`src/rtl/logic_gates_bist.sv`:
```
// BIST sequencer for the two-input gate block: sweeps all 28 gateType x {A,B} vectors and checks O.
// Optional LGB_STOP_ON_FAIL_EN: end the run at the first mismatch instead of sweeping all vectors.
module logic_gates_bist #(
    parameter int SETTLE_CYCLES = 1,
    parameter int ERR_W         = 4
) (
    input  logic             clk,
    input  logic             rst,
    input  logic             start,
    output logic             gate_a,
    output logic             gate_b,
    output logic [2:0]       gate_type,
    input  logic             gate_o,
    output logic             busy,
    output logic             done,
    output logic             pass,
    output logic [ERR_W-1:0] err_count,
    output logic             fail_valid,
    output logic [2:0]       fail_type,
    output logic             fail_a,
    output logic             fail_b
);

    localparam logic [1:0] IDLE   = 2'd0;
    localparam logic [1:0] SETTLE = 2'd1;
    localparam logic [1:0] CHECK  = 2'd2;
    localparam logic [1:0] DONE   = 2'd3;

    localparam int               CNT_W       = (SETTLE_CYCLES > 1) ? $clog2(SETTLE_CYCLES) : 1;
    localparam logic [CNT_W-1:0] SETTLE_LAST = CNT_W'(SETTLE_CYCLES - 1);
    localparam logic [4:0]       LAST_VEC    = 5'd27;
    localparam logic [ERR_W-1:0] ERR_MAX     = '1;

    logic [1:0]       state;
    logic [CNT_W-1:0] settleCnt;
    logic [4:0]       vecIdx;
    logic [4:0]       nextIdx;
    logic             goldenO;
    logic             mismatch;
    logic             lastCheck;

    function automatic logic golden(input logic [2:0] t, input logic a, input logic b);
        case (t)
            3'b000:  golden = a & b;
            3'b001:  golden = a | b;
            3'b010:  golden = ~a;
            3'b011:  golden = ~(a & b);
            3'b100:  golden = ~(a | b);
            3'b101:  golden = a ^ b;
            3'b110:  golden = ~(a ^ b);
            default: golden = 1'b0;
        endcase
    endfunction

    // The vector index maps straight onto {type, A, B} because the inner loop has exactly 4 entries.
    always_comb begin
        goldenO   = golden(gate_type, gate_a, gate_b);
        mismatch  = (gate_o != goldenO);
        nextIdx   = vecIdx + 5'd1;
`ifdef LGB_STOP_ON_FAIL_EN
        lastCheck = (vecIdx == LAST_VEC) || mismatch;
`else
        lastCheck = (vecIdx == LAST_VEC);
`endif
    end

    always_comb begin
        busy = (state == SETTLE) || (state == CHECK);
        done = (state == DONE);
        pass = done && (err_count == '0);
    end

    always_ff @(posedge clk) begin
        if (rst) begin
            state      <= IDLE;
            settleCnt  <= '0;
            vecIdx     <= '0;
            gate_a     <= 1'b0;
            gate_b     <= 1'b0;
            gate_type  <= 3'b000;
            err_count  <= '0;
            fail_valid <= 1'b0;
            fail_type  <= 3'b000;
            fail_a     <= 1'b0;
            fail_b     <= 1'b0;
        end else begin
            case (state)
                IDLE, DONE: begin
                    if (start) begin
                        state      <= SETTLE;
                        settleCnt  <= '0;
                        vecIdx     <= '0;
                        gate_a     <= 1'b0;
                        gate_b     <= 1'b0;
                        gate_type  <= 3'b000;
                        err_count  <= '0;
                        fail_valid <= 1'b0;
                        fail_type  <= 3'b000;
                        fail_a     <= 1'b0;
                        fail_b     <= 1'b0;
                    end
                end
                SETTLE: begin
                    if (settleCnt == SETTLE_LAST) begin
                        state <= CHECK;
                    end else begin
                        settleCnt <= settleCnt + 1'b1;
                    end
                end
                CHECK: begin
                    if (mismatch) begin
                        if (err_count != ERR_MAX) begin
                            err_count <= err_count + 1'b1;
                        end
                        if (!fail_valid) begin
                            fail_valid <= 1'b1;
                            fail_type  <= gate_type;
                            fail_a     <= gate_a;
                            fail_b     <= gate_b;
                        end
                    end
                    if (lastCheck) begin
                        state     <= DONE;
                        gate_a    <= 1'b0;
                        gate_b    <= 1'b0;
                        gate_type <= 3'b000;
                    end else begin
                        state     <= SETTLE;
                        settleCnt <= '0;
                        vecIdx    <= nextIdx;
                        gate_type <= nextIdx[4:2];
                        gate_a    <= nextIdx[1];
                        gate_b    <= nextIdx[0];
                    end
                end
                default: state <= IDLE;
            endcase
        end
    end

endmodule
```
`config.mk`:
```
export PLATFORM = sky130hd
export DESIGN_NAME = logic_gates_bist
export DESIGN_NICKNAME = d
export VERILOG_FILES = /design/src/rtl/logic_gates_bist.sv
export SDC_FILE = /design/constraint.sdc
export NUM_CORES = 1
export LEC_CHECK = 0
export BUFFER_PORTS_ARGS = -buffer_cell sky130_fd_sc_hd__buf_2
export CAP_MARGIN = 20
export CELL_PAD_IN_SITES_DETAIL_PLACEMENT = 0
export CELL_PAD_IN_SITES_GLOBAL_PLACEMENT = 1
export CORE_MARGIN = 2
export CORE_UTILIZATION = 40
export CTS_CLUSTER_DIAMETER = 50
export DETAILED_ROUTE_END_ITERATION = 16
export PLACE_DENSITY = 0.87
export SYNTH_ARGS = -nofsm -noshare
export SYNTH_HDL_FRONTEND = slang
export SYNTH_SLANG_ARGS = --single-unit
```
`constraint.sdc`:
```
create_clock -name clk -period 2.7 [get_ports clk]
set_clock_uncertainty 0.2 [all_clocks]
set_input_delay 0.135 -clock clk [delete_from_list [all_inputs] [get_ports clk]]
set_output_delay 0.135 -clock clk [all_outputs]
set_load 0.005 [all_outputs]
```
---- Word-level counts from Yosys, hierarchy flattened ----
Index checks and enable logic that the tools add are counted.
operators by class
  $add $sub $neg .......................... 3
  equal/unequal tests ..................... 18
  muxes and demuxes ....................... 34
  bitwise logic cells ..................... 7
  reduce and logical (&&, ||, !) cells .... 14
operator list
  operator                                                          count
  3-bit two-way mux                                                 4
  4-bit two-way mux                                                 3
  3-bit one-hot mux with 2 select lines                             2
  1-bit two-way mux                                                 10
  5-bit two-way mux                                                 2
  2-bit inequality test (second input constant)                     5
  1-bit one-hot mux with 2 select lines                             5
  5-bit one-hot mux with 2 select lines                             1
  3-bit == test (second input constant)                             3
  4-bit one-hot mux with 2 select lines                             1
  4-bit AND reduction                                               2
  1-bit one-hot mux with 7 select lines                             1
  3-bit by 2-bit == test with 1-bit output (second input constant)  2
  2-bit two-way mux                                                 3
  2-bit one-hot mux with 3 select lines                             1
  2-bit AND reduction                                               3
  3-bit AND reduction                                               2
  5-bit by 1-bit adder with 5-bit output (second input constant)    1
  5-bit == test (second input constant)                             1
  4-bit by 1-bit adder with 4-bit output (second input constant)    1
  2-bit == test (second input constant)                             2
  4-bit logical NOT                                                 1
  4-bit inequality test (second input constant)                     1
  1-bit NOT                                                         4
  15 further kinds                                                  15
storage, ports and cells
  register bits after elaboration ......... 23
  input port bits ......................... 4
  output and inout port bits .............. 18

---- Depth between registers and ports, before layout ----
Gate-level depths: netlist (run 1).
  depth in word-level cells ............... 6
  depth in mapped cells ................... 10
  mapped depth without buffers ............ 8

---- Least setup slack after synthesis (run 1) ----
Ideal clock, no wire load.
  path type ............................... flip-flop to flip-flop
  start ................................... register state[0]
  end ..................................... register fail_a
  arrival time ............................ 1.947 ns
  data required time ...................... 2.368 ns
  setup slack ............................. 0.421 ns
  cell stages (with the launch flop) ...... 10
  cells stage by stage .................... dfxtp_1 > inv_1 > ha_1 > inv_1 > nor2_1 > or2_2 > clkbuf_1 > nor4_2 > or2_1 > a21oi_1
on the way
  longest elaborated chain between the ends .. 4
  elaborated cells on any way between the ends .. 10
RTL lines
  what                                                                   line  RTL
  start, declared                                                        34    logic [1:0] state;
  start signal, assigned                                                 75    state <= IDLE;
  start signal, assigned                                                 90    state <= SETTLE;
  start signal, assigned                                                 105   state <= CHECK;
  2-bit == test or 2-bit logical NOT (tied branches)                     87    case (state)
  2-bit OR reduction                                                     87
  2-bit inequality test (no line) or 2-bit nonzero test (tied branches)  n/a
  4-bit AND reduction (no line)                                          n/a
  end signal, assigned                                                   118   fail_a <= gate_a;
  end, declared                                                          20    output logic fail_a,
Several ways; a longest one is shown, not always the timed one.
A chain may end at the register's enable or synchronous reset.

---- Final worst setup path (run 1) ----
  start ................................... register gate_a
  end ..................................... register fail_type[1]
on the way
  longest elaborated chain between the ends .. 6
  elaborated cells on any way between the ends .. 11
RTL lines
  what                                       line        RTL
  start, declared                            10          output logic gate_a,
  start signal, assigned                     132         gate_a <= nextIdx[1];
  1-bit XOR, or another cell as far along    49, 50
  1-bit NOT (on tied branches)               50, 47, 48
  1-bit one-hot mux with 7 select lines (*)  43          case (t)
  1-bit inequality test (*)                  58          mismatch = (gate_o != goldenO);
  2-bit inequality test (no line) (*)        n/a
  4-bit AND reduction (no line) (*)          n/a
  end signal, assigned                       117         fail_type <= gate_type;
  end, declared                              19          output logic [2:0] fail_type,
Mark *: on every way between the ends. The rest lies on a longest branch, timed or not.

==> results of run 1 <==
-- sequential cells by signal, indices dropped and copies added, names as in the netlist --
register	flops
fail_a	1
err_count	4
state	2
fail_valid	1
vecIdx	5
gate_b	1
gate_a	1
gate_type	3
fail_type	3
fail_b	1
-- final cells by class --
class	count	area share, %
multi-input combinational	125	53.85
tap	44	3.726
sequential	22	29.81
clock buffer	3	1.524
timing repair buffer	25	9.314
inverter	7	1.778
-- final timing paths --
path | start | end | depth (start not counted) | slack [ps]
worst max-delay path | gate_a | fail_type[1] | 8 | 300
worst min-delay path | rst | gate_b | 2 | 40
worst max register to register | gate_a | fail_type[1] | 8 | 300
worst min register to register | vecIdx[1] | vecIdx[1] | 2 | 290
-- metrics by stage --
stage               total power [mW]  setup slack [ps]  util, %  instance area [sq um]
floorplan                     0.7512             421.1        -                   1286
global placement              0.8843             403.9    47.34                   1445
detailed placement            0.8997             328.8    47.34                   1445
CTS                            1.046             302.6    48.40                   1478
global route                   1.133             79.56    48.40                   1478
finish                         1.038             303.8    48.40                   1478
-- cells by family after synthesis --
| logic type | synth area share [%] |
|---|---|
| simple gates | 29.57 |
| buf+inv | 3.891 |
| flops | 34.24 |
| fa+ha+maj | 8.755 |
| mux | 3.502 |
| compound gates | 17.31 |
| xor+xnor | 2.724 |
-- placed cells by master (no fill, tap or decap), drive strengths merged --
master and n:
a221oi 1, nor3b 2, or2 4, mux2 1, nand2b 3, buf 24, dfxtp 22, clkbuf 3
o21ai 5, a31oi 5, a21o 2, nand4 5, ha 9, or4b 1, nor4 1, o211ai 4
nor3 6, nand3b 1, nand3 9, a21oi 16, and3 1, nand2 23, o21a 1, inv 7
nor2b 4, xor2 1, o31ai 1, dlygate4sd3 1, mux2i 3, xnor2 3, nor2 13
-- metal layers --
layer	vias up	wire length (um)
li1	608	-
met2	40	1310
met5	-	0
met4	0	21
met3	2	168
met1	569	1296
-- timing repair --
action / 4_1_cts / 5_1_grt
buffers inserted: 0 / 0
hold buffers: 1 / 0
hold endpoints to repair: 1 / 0
setup endpoints to repair: 0 / 0
-- power by group through the flow --
| stage | combinational [mW] | sequential [mW] | clock (mW) |
|---|---|---|---|
| after global placement | 0.491 | 0.393 | 0 |
| final | 0.506 | 0.388 | 0.144 |
| after detailed placement | 0.504 | 0.396 | 0 |
| after CTS | 0.507 | 0.388 | 0.151 |
| after floorplan | 0.363 | 0.388 | 0 |
| after global routing | 0.574 | 0.394 | 0.164 |
-- worst max-delay path, delay by kind of cell (launching register included) --
kind | cells | cell delay, ps
simple gates | 1 | 120
compound gates | 2 | 230
buf+inv | 1 | 70
flops | 1 | 470
fa+ha+maj | 1 | 300
mux | 3 | 950
==> flow_summary_export.csv, run 1 <==
group,metric,value,unit
global_route,largest_net_degree_at_the_start_of_global_routing,24,
power,combinationalPowerShare,48.8,%
cts,ctsRootBufferMaster,"sky130_fd_sc_hd__clkbuf_4",
placement,port-buffer-count,21,
synth,number_of_flops_mapped_to_enable_cells_by_yosys,0,
synth,yosys_most_used_dff,"sky130_fd_sc_hd__dfxtp_1",
placement,finalWeightedCongestion,0.8158,
floorplanning,die_area,0.003685,sq mm
critical_path,cell_chain_critical_path,"inv_1 -> ha_1 -> mux2i_1 -> o31ai_1 -> mux2i_1 -> nor3_2 -> mux2_4 -> a21oi_2",
synth,synthTopCellsByArea,"sky130_fd_sc_hd__dfxtp_1 (34%), sky130_fd_sc_hd__ha_1 (8.8%), sky130_fd_sc_hd__nand2_1 (6.7%)",
cells_and_area,fillCellCount,310,
critical_path,critical_path.max_stage_delay,510,ps
synth,postSynthNetCount,173,
sta,timing.hold.ws,44.27,ps
synth,post-synth-top-count-cell,"sky130_fd_sc_hd__nand2_1",
route,detail-route-antenna-nets,0,
placement,post-place-cells,222,
run_status,status,"finished, final reports clean",
cts,clock_tree_from_tritoncts,"done",
global_route,globalRouteMet1Util,21.07,%
global_route,grtUsageMet2,30.11,%
floorplanning,io_pins,22,
global_route,gr-max-usage-layer,"met2",
synth,yosys_warnings,0,
route,drt_first_pass_iters,4,
power,pwr-share-clk,13.8,%
synth,syn-cell-area,0.001286,sq mm
floorplanning,core_area,0.003053,sq mm
synth,average_size_of_a_mapped_cell,8.039,sq um
sta,timing_max_transition_violations_final,0,
route,route.detailed.vias_per_inst,5.394,
critical_path,critical_path_class,"reg -> reg",
power,ir_drop,535.9,uV
global_route,first_global_vias,1084,
sta,rsz0062_at_grt,"false",
sta,timing.slew.headroom,64.98,%
synth,synth.yosys.seq_area_share,34.24,%
synth,synth_cells,160,
route,wl,2798,um
floorplanning,chipHeight,60.71,um
power,pwr-share-seq,37.4,%
placement,hpwlAfterDp,2102,um
global_route,grt_pass1_wl,4733,um
power,p_int,0.5833,mW
cells_and_area,design.final.nets,197,
route,wl_per_cell,12.38,um
sta,tns,0,ps
cells_and_area,register_area,440.4,sq um
floorplanning,floorplan.initialDensity,42.13,%
critical_path,sort_of_element_at_the_end_of_the_critical_path,"flip-flop",
sta,final_min_period_over_clock_period,88.75,%
sta,max_freq,0.4173,GHz
critical_path,cp_common_cell,"sky130_fd_sc_hd__mux2i_1",
sta,hold_viol_final,0,
sta,finalCriticalPeriod,2396,ps
cts,tritoncts.num_buffers,3,
cts,cts_sinks,22,
synth,synth.ff_latch_count,22,
global_route,grt_use_met3,2.772,%
power,power_density,702.5,mW/mm^2
floorplanning,placement_rows,20,
cells_and_area,multi_input_area,795.8,sq um
global_route,number_of_antenna_violations_at_the_first_check_in_global_routing,0,
synth,synth.largest_area_cell,"sky130_fd_sc_hd__dfxtp_1",
hold_path,hold_path_class,"in -> reg",
route,drc_errors,0,
route,drt_first_iter_violations,69,
power,net-switching-power,0.4548,mW
route,num_vias,1219,
cts,clock_tree.htree_level_count,1,
cts,clock_insertion_delay_worst_skew,290,ps
cts,cts.repair.resized,0,
cts,clk_path_buf_depth,2,
critical_path,worst_setup_path_start_kind,"flip-flop",
power,netSwitchingFraction,43.81,%
synth,netlist.area_leader.share,34.24,%
job,drv.max_cap_violation_count,0,
power,p_leak,0.5740,nW
synth,post_synth_num_cell_types,36,
synth,async_flop_share,0,%
floorplanning,die_width,60.71,um
critical_path,crit_arrival,2440,ps
critical_path,critical_path_required,2740,ps
cts,cts.clk_slew.worst_paths,120,ps
sta,worst_pin_slew,510.7,ps
synth,commonest_cells_in_the_synthesized_netlist,"sky130_fd_sc_hd__nand2_1 (23), sky130_fd_sc_hd__dfxtp_1 (22), sky130_fd_sc_hd__a21oi_1 (15), sky130_fd_sc_hd__nor2_1 (12)",
sta,finalSetupViolCount,0,
cells_and_area,num_antenna_cells,0,
cells_and_area,layout.cells.non_filler,226,
cells_and_area,areaGrowthSynthToFinish,14.88,%
global_route,grt.overflow.total,0,
global_route,gr-usage-all-layers,17.05,%
critical_path,critical_path_peak_fanout,6,
critical_path,critical_path.slowest_cell,"sky130_fd_sc_hd__mux2i_1",
cells_and_area,drive_above_1_share,19.78,%
Power figures use the tool's default switching activity.
==> run 2, diff against run 1 <==
--- a/config.mk
+++ b/config.mk
@@ -10,10 +10,11 @@
 export CELL_PAD_IN_SITES_DETAIL_PLACEMENT = 0
 export CELL_PAD_IN_SITES_GLOBAL_PLACEMENT = 1
 export CORE_MARGIN = 2
-export CORE_UTILIZATION = 40
+export CORE_UTILIZATION = 43
 export CTS_CLUSTER_DIAMETER = 50
 export DETAILED_ROUTE_END_ITERATION = 16
-export PLACE_DENSITY = 0.87
+export MAX_ROUTING_LAYER = met4
+export PLACE_DENSITY = 0.92
 export SYNTH_ARGS = -nofsm -noshare
 export SYNTH_HDL_FRONTEND = slang
 export SYNTH_SLANG_ARGS = --single-unit
==> constraint.sdc (replaced) <==
create_clock -name clk -period 3 [get_ports clk]
set_clock_uncertainty 0.2 [all_clocks]
set_input_delay 0.15 -clock clk [delete_from_list [all_inputs] [get_ports clk]]
set_output_delay 0.15 -clock clk [all_outputs]
set_load 0.005 [all_outputs]
==> run 2 against run 1 <==
  * Critical path depth stayed put
  * Critical endpoint is now fail_type[2]
  * Combinational power is 15% lower
  * Via count is 2.4% lower
  * Wire length is 3.3% higher
  * Total power is 13% lower
  * Highest routed layer unchanged
  * Critical path type unchanged
  * Maximum frequency is 8.0% lower
  * Sequential power is 9.8% lower
  * Final cell count is 6.6% lower
  * Sequential share of layout area is 0.64 points higher
  * The run now ends with DRC left
  * Largest power group unchanged
==> flow_summary_export.csv, run 2 (synthesized netlist as in run 1, its figures left out) <==
group,metric,value,unit
placement,finalWeightedCongestion,0.8117,
critical_path,reg2regPathDepth,8,
route,detail-route-antenna-nets,0,
power,p_int,0.5004,mW
cells_and_area,reg.largest.list,"vecIdx (5), err_count (4)",
global_route,grt.overflow.total,0,
global_route,largest_net_degree_at_the_start_of_global_routing,25,
cts,cts.repair.resized,0,
sta,timing.hold.ws,54.72,ps
cells_and_area,finalInstanceArea,0.001446,sq mm
cells_and_area,areaGrowthSynthToFinish,12.45,%
power,p_leak,0.5642,nW
sta,timing_max_transition_violations_final,0,
run_status,status,"complete, but fails checks",
power,pwr-share-clk,13.9,%
critical_path,crit_arrival,2630,ps
run_status,failing_checks,"DRC",
critical_path,worst_flop_to_flop_path_startpoint,"state[0]",
route,drt_first_pass_iters,10,
critical_path,critical_path_required,3020,ps
sta,hold_viol_final,0,
cells_and_area,finish.utilization,51.56,%
cts,clk_path_buf_depth,2,
power,net-switching-power,0.4032,mW
cells_and_area,largest_register_ff_count,5,
sta,worst_pin_slew,504.1,ps
cts,clock_tree_from_tritoncts,"done",
power,combinationalPowerShare,47.4,%
critical_path,critical_path_class,"reg -> reg",
placement,placedInstanceArea,0.001414,sq mm
sta,finalSetupViolCount,0,
cts,cts_sinks,22,
hold_path,hold_path_class,"in -> reg",
cells_and_area,design.final.nets,195,
cts,ctsRootBufferMaster,"sky130_fd_sc_hd__clkbuf_4",
placement,hpwlAfterDp,2156,um
route,route.detailed.vias_per_inst,5.640,
sta,final_min_period_over_clock_period,86.84,%
hold_path,hold_start,"rst",
power,ir_drop,630.6,uV
floorplanning,floorplan.initialDensity,45.85,%
global_route,gr-usage-all-layers,18.82,%
sta,finalCriticalPeriod,2605,ps
cts,tritoncts.num_buffers,3,
placement,port-buffer-count,21,
sta,rsz0062_at_grt,"false",
floorplanning,die_area,0.003445,sq mm
power,total_power,0.9036,mW
route,wl_per_cell,13.70,um
sta,tns,0,ps
global_route,first_global_vias,1102,
sta,max_freq,0.3838,GHz
cells_and_area,fillCellCount,289,
cells_and_area,drive_above_1_share,18.89,%
floorplanning,chipHeight,58.69,um
floorplanning,die_width,58.69,um
route,drc_errors,3,
floorplanning,placement_rows,19,
cells_and_area,num_antenna_cells,0,
cts,clock_tree.htree_level_count,1,
critical_path,sort_of_element_at_the_end_of_the_critical_path,"flip-flop",
hold_path,hold_path_end,"state[0]",
floorplanning,core_area,0.002805,sq mm
sta,timing.slew.headroom,65.43,%
route,num_vias,1190,
job,drv.max_cap_violation_count,0,
floorplanning,io_pins,22,
cells_and_area,most-common-layout-cells,"sky130_fd_sc_hd__nand2_1 (23), sky130_fd_sc_hd__dfxtp_1 (22), sky130_fd_sc_hd__buf_2 (21)",
global_route,number_of_antenna_violations_at_the_first_check_in_global_routing,0,
cells_and_area,most_common_library_cell_in_the_layout_ignoring_fill_and_taps,"sky130_fd_sc_hd__nand2_1",
critical_path,regToRegEndpoint,"fail_type[2]",
critical_path,worst_setup_path_start_kind,"flip-flop",
cts,cts.clk_slew.worst_paths,110,ps
cells_and_area,largest_register,"vecIdx",
cells_and_area,register_area,440.4,sq um
critical_path,critical_path_peak_fanout,15,
cells_and_area,multi_input_area,795.8,sq um
power,pwr-share-seq,38.7,%
power,netSwitchingFraction,44.62,%
cts,clock_insertion_delay_worst_skew,290,ps
route,wl,2890,um
global_route,grt_pass1_wl,4864,um
route,drt_first_iter_violations,36,
critical_path,r2r_slack,390,ps
hold_path,worstHoldPathCells,2,
power,power_density,624.7,mW/mm^2
[run 2: cell count changes in the layout (fill, tap and decap cells not counted), sizes merged]
cell / previous run / this run
buf: 24 / 22
[run 2: cell type report]
cell class	instances	area share, %
Tap cell	31	2.682
Clock buffer	3	1.557
Sequential cell	22	30.45
Inverter	7	1.817
Timing Repair Buffer	23	8.478
Multi-Input combinational cell	125	55.02
[run 2: worst max path at each step]
| stage | from | end | slack, ps | cells past startpoint |
|---|---|---|---|---|
| floorplan | state[0] | fail_a | 720 | 9 |
| global placement | state[0] | fail_a | 500 | 8 |
| detailed placement | state[0] | fail_type[2] | 440 | 8 |
| CTS | state[0] | fail_type[2] | 410 | 8 |
| global route | state[0] | fail_type[2] | 160 | 8 |
| finish | state[0] | fail_type[2] | 390 | 8 |
[run 2: worst max-delay path, stage by stage, from the launching register on]
cell and delay [ps]:
sky130_fd_sc_hd__dfxtp_1 420, sky130_fd_sc_hd__inv_1 60, sky130_fd_sc_hd__ha_1 330, sky130_fd_sc_hd__inv_1 80, sky130_fd_sc_hd__nor2_1 110, sky130_fd_sc_hd__or2_2 460, sky130_fd_sc_hd__nor4_2 550, sky130_fd_sc_hd__nand3_1 140
sky130_fd_sc_hd__a21oi_1 170
[run 2: stage by stage]
stage                     setup WS (ps)  instances
after detailed placement          436.5        207
after CTS                         411.9        211
after global placement            496.8        207
final                             394.7        211
after floorplan                   721.1        160
after global routing              160.0        211
[run 2: timing repair]
action                     4_1_cts  5_1_grt
hold endpoints to repair         1        0
setup endpoints to repair        0        0
setup buffers                    0        0
hold buffers                     1        0
[run 2: per-layer routing]
layer / up-vias / part of all wire (%) / GRT usage (%)
li1: 601 / - / -
met3: 6 / 3.8 / 3.077
met2: 27 / 47 / 30.98
met5: - / 0 / -
met4: 0 / 1.3 / 7.143
met1: 556 / 48 / 23.16
[run 2: power groups by stage]
stage | registers, mW | clock network [mW] | logic (mW)
floorplan | 0.349 | 0 | 0.327
global placement | 0.354 | 0 | 0.413
detailed placement | 0.357 | 0 | 0.424
CTS | 0.350 | 0.133 | 0.427
global route | 0.354 | 0.149 | 0.490
finish | 0.350 | 0.126 | 0.428
==> run 3, diff against run 2 <==
--- a/config.mk
+++ b/config.mk
@@ -5,12 +5,13 @@
 export SDC_FILE = /design/constraint.sdc
 export NUM_CORES = 1
 export LEC_CHECK = 0
+export ABC_AREA = 1
 export BUFFER_PORTS_ARGS = -buffer_cell sky130_fd_sc_hd__buf_2
 export CAP_MARGIN = 20
 export CELL_PAD_IN_SITES_DETAIL_PLACEMENT = 0
 export CELL_PAD_IN_SITES_GLOBAL_PLACEMENT = 1
 export CORE_MARGIN = 2
-export CORE_UTILIZATION = 43
+export CORE_UTILIZATION = 41
 export CTS_CLUSTER_DIAMETER = 50
 export DETAILED_ROUTE_END_ITERATION = 16
 export MAX_ROUTING_LAYER = met4
==> run 3 against run 2 <==
  * The run now ends clean
  * Total power down 11%
  * Highest routed layer unchanged
  * Critical path type unchanged
  * Largest power group is now registers
  * Die area up 2.6%
  * Wire length down 14%
==> flow_summary_export.csv, run 3 <==
group,metric,value,unit
route,drc_errors,0,
cts,clock_tree.htree_level_count,1,
critical_path,worstPathBufferInverterCount,3,
cts,clk_path_buf_depth,2,
synth,synth.ff_latch_count,22,
cells_and_area,most-common-layout-cells,"sky130_fd_sc_hd__nand2_1 (48), sky130_fd_sc_hd__inv_1 (26), sky130_fd_sc_hd__nor2_1 (26)",
placement,port-buffer-count,21,
critical_path,cell_chain_critical_path,"inv_1 -> ha_1 -> nand2_1 -> inv_1 -> o21ai_0 -> a21oi_1 -> dlygate4sd3_1",
synth,synth.yosys.seq_area_share,34.92,%
critical_path,r2r_slack,840,ps
sta,finalCriticalPeriod,2162,ps
cts,cts_setup_buffers,0,
route,detail-route-antenna-nets,0,
route,drt_first_iter_violations,84,
sta,worst_pin_slew,546.1,ps
synth,commonest_cells_in_the_synthesized_netlist,"sky130_fd_sc_hd__nand2_1 (48), sky130_fd_sc_hd__inv_1 (26), sky130_fd_sc_hd__nor2_1 (26), sky130_fd_sc_hd__dfxtp_1 (22), sky130_fd_sc_hd__a21oi_1 (16)",
cells_and_area,reg.largest.list,"vecIdx (5), err_count (4)",
synth,synth_cells,184,
cells_and_area,design.final.nets,223,
critical_path,critPathTopFamily,"buffers and inverters",
cts,ctsRootBufferMaster,"sky130_fd_sc_hd__clkbuf_4",
cells_and_area,largest_register_ff_count,5,
power,netSwitchingFraction,32.14,%
power,p_leak,0.7470,nW
synth,postSynthNetCount,197,
global_route,number_of_antenna_violations_at_the_first_check_in_global_routing,0,
cts,clock_tree_from_tritoncts,"done",
cells_and_area,areaGrowthSynthToFinish,17.06,%
power,power_density,547.7,mW/mm^2
cells_and_area,multi_input_area,694.4,sq um
cells_and_area,finish.utilization,49.58,%
floorplanning,floorplan.initialDensity,42.35,%
synth,async_flop_share,0,%
cts,holdBufCountCts,3,
sta,max_freq,0.4626,GHz
synth,netlist.area_leader.share,34.92,%
route,drt_first_pass_iters,4,
critical_path,critical_path.slowest_cell,"sky130_fd_sc_hd__dlygate4sd3_1",
cts,cts_sinks,22,
synth,number_of_flops_mapped_to_enable_cells_by_yosys,0,
placement,finalWeightedCongestion,0.7870,
power,net-switching-power,0.2599,mW
hold_path,hold_path_class,"in -> reg",
floorplanning,core_area,0.002978,sq mm
floorplanning,chipHeight,59.46,um
synth,post_synth_num_cell_types,23,
power,combinationalPowerShare,27.8,%
cells_and_area,drive_above_1_share,17.22,%
global_route,grt.overflow.total,0,
cts,clock_insertion_delay_worst_skew,320,ps
floorplanning,io_pins,22,
synth,yosys_most_used_dff,"sky130_fd_sc_hd__dfxtp_1",
cells_and_area,most_common_library_cell_in_the_layout_ignoring_fill_and_taps,"sky130_fd_sc_hd__nand2_1",
cells_and_area,register_area,440.4,sq um
sta,final_min_period_over_clock_period,72.06,%
power,pwr-share-clk,28.9,%
critical_path,cp_common_cell,"sky130_fd_sc_hd__inv_1",
power,ir_drop,224.2,uV
critical_path,critical_path.max_stage_delay,560,ps
route,wl,2498,um
synth,synth.largest_area_cell,"sky130_fd_sc_hd__dfxtp_1",
critical_path,sort_of_element_at_the_end_of_the_critical_path,"flip-flop",
cts,tritoncts.num_buffers,3,
cells_and_area,largest_register,"vecIdx",
route,num_vias,1111,
sta,tns,0,ps
sta,timing_max_transition_violations_final,0,
critical_path,crit_arrival,2180,ps
power,total_power,0.8086,mW
cts,cts.repair.resized,0,
placement,hpwlAfterDp,1866,um
cts,cts.clk_slew.worst_paths,130,ps
sta,timing.hold.ws,167.0,ps
run_status,status,"finished, final reports clean",
sta,finalSetupViolCount,0,
cells_and_area,fillCellCount,304,
sta,timing.slew.headroom,63.59,%
power,pwr-share-seq,43.4,%
synth,syn-cell-area,0.001261,sq mm
floorplanning,die_area,0.003535,sq mm
critical_path,critical_path_peak_fanout,12,
route,wl_per_cell,10.32,um
critical_path,critical_path_required,3020,ps
synth,yosys_warnings,0,
synth,post-synth-top-count-cell,"sky130_fd_sc_hd__nand2_1",
floorplanning,placement_rows,20,
sta,rsz0062_at_grt,"false",
critical_path,critical_path_class,"reg -> reg",
route,route.detailed.vias_per_inst,4.591,
global_route,largest_net_degree_at_the_start_of_global_routing,14,
global_route,first_global_vias,1021,
synth,average_size_of_a_mapped_cell,6.854,sq um
global_route,grt_pass1_wl,4609,um
global_route,gr-usage-all-layers,17.50,%
critical_path,worst_setup_path_start_kind,"flip-flop",
power,p_int,0.5487,mW
floorplanning,die_width,59.46,um
cells_and_area,num_antenna_cells,0,
synth,synthTopCellsByArea,"sky130_fd_sc_hd__dfxtp_1 (35%), sky130_fd_sc_hd__nand2_1 (14%), sky130_fd_sc_hd__ha_1 (8.9%)",
job,drv.max_cap_violation_count,0,
sta,hold_viol_final,0,
==> run 3: metrics by stage <==
step	setup WS (ps)	instances	instance area, sq um
2_1_floorplan	1184	184	1261
3_3_place_gp	927.5	235	1394
3_5_place_dp	876.5	235	1394
4_1_cts	842.6	242	1476
5_1_grt	657.2	242	1476
6_report	838.1	242	1476
==> run 3: cell type report <==
class	count	area share [%]
Clock buffer	3	1.525
Clock inverter	1	2.034
Multi-Input combinational cell	129	47.03
Inverter	30	7.627
Sequential cell	22	29.83
Tap cell	33	2.797
Timing Repair Buffer	24	9.153
==> run 3: metal layers <==
metal / track usage [%] / share of wire [%]
met1: 23.46 / 49
met3: 2.620 / 2.4
met5: - / 0
met2: 26.37 / 47
met4: 6.818 / 1.4
==> run 3: cells by family after synthesis <==
| logic type | Yosys count | share of synthesized area (%) |
|---|---|---|
| simple gates | 95 | 32.84 |
| buf+inv | 33 | 10.02 |
| compound gates | 22 | 11.21 |
| flops | 22 | 34.92 |
| fa+ha+maj | 9 | 8.929 |
| xor+xnor | 3 | 2.084 |
==> run 3: worst register-to-register path: stages (launching register included) <==
cell                            delay (ps)
sky130_fd_sc_hd__dfxtp_1               420
sky130_fd_sc_hd__inv_1                  70
sky130_fd_sc_hd__ha_1                  390
sky130_fd_sc_hd__nand2_1               170
sky130_fd_sc_hd__inv_1                  50
sky130_fd_sc_hd__o21ai_0               140
sky130_fd_sc_hd__a21oi_1                80
sky130_fd_sc_hd__dlygate4sd3_1         560
==> run 3: final timing paths <==
kind                              startpoint      endpoint  depth (start not counted)
worst max register to register      state[0]      state[1]                          7
worst min register to register  fail_type[1]  fail_type[1]                          2
worst min-delay path                  gate_o    fail_valid                          6
worst max-delay path                state[0]      state[1]                          7
==> run 3: power by group through the flow <==
| stage | combinational (mW) | clock (mW) | sequential (mW) |
|---|---|---|---|
| floorplan | 0.160 | 0 | 0.357 |
| global placement | 0.222 | 0 | 0.357 |
| detailed placement | 0.221 | 0 | 0.357 |
| CTS | 0.227 | 0.239 | 0.351 |
| global route | 0.259 | 0.252 | 0.357 |
| finish | 0.224 | 0.233 | 0.351 |
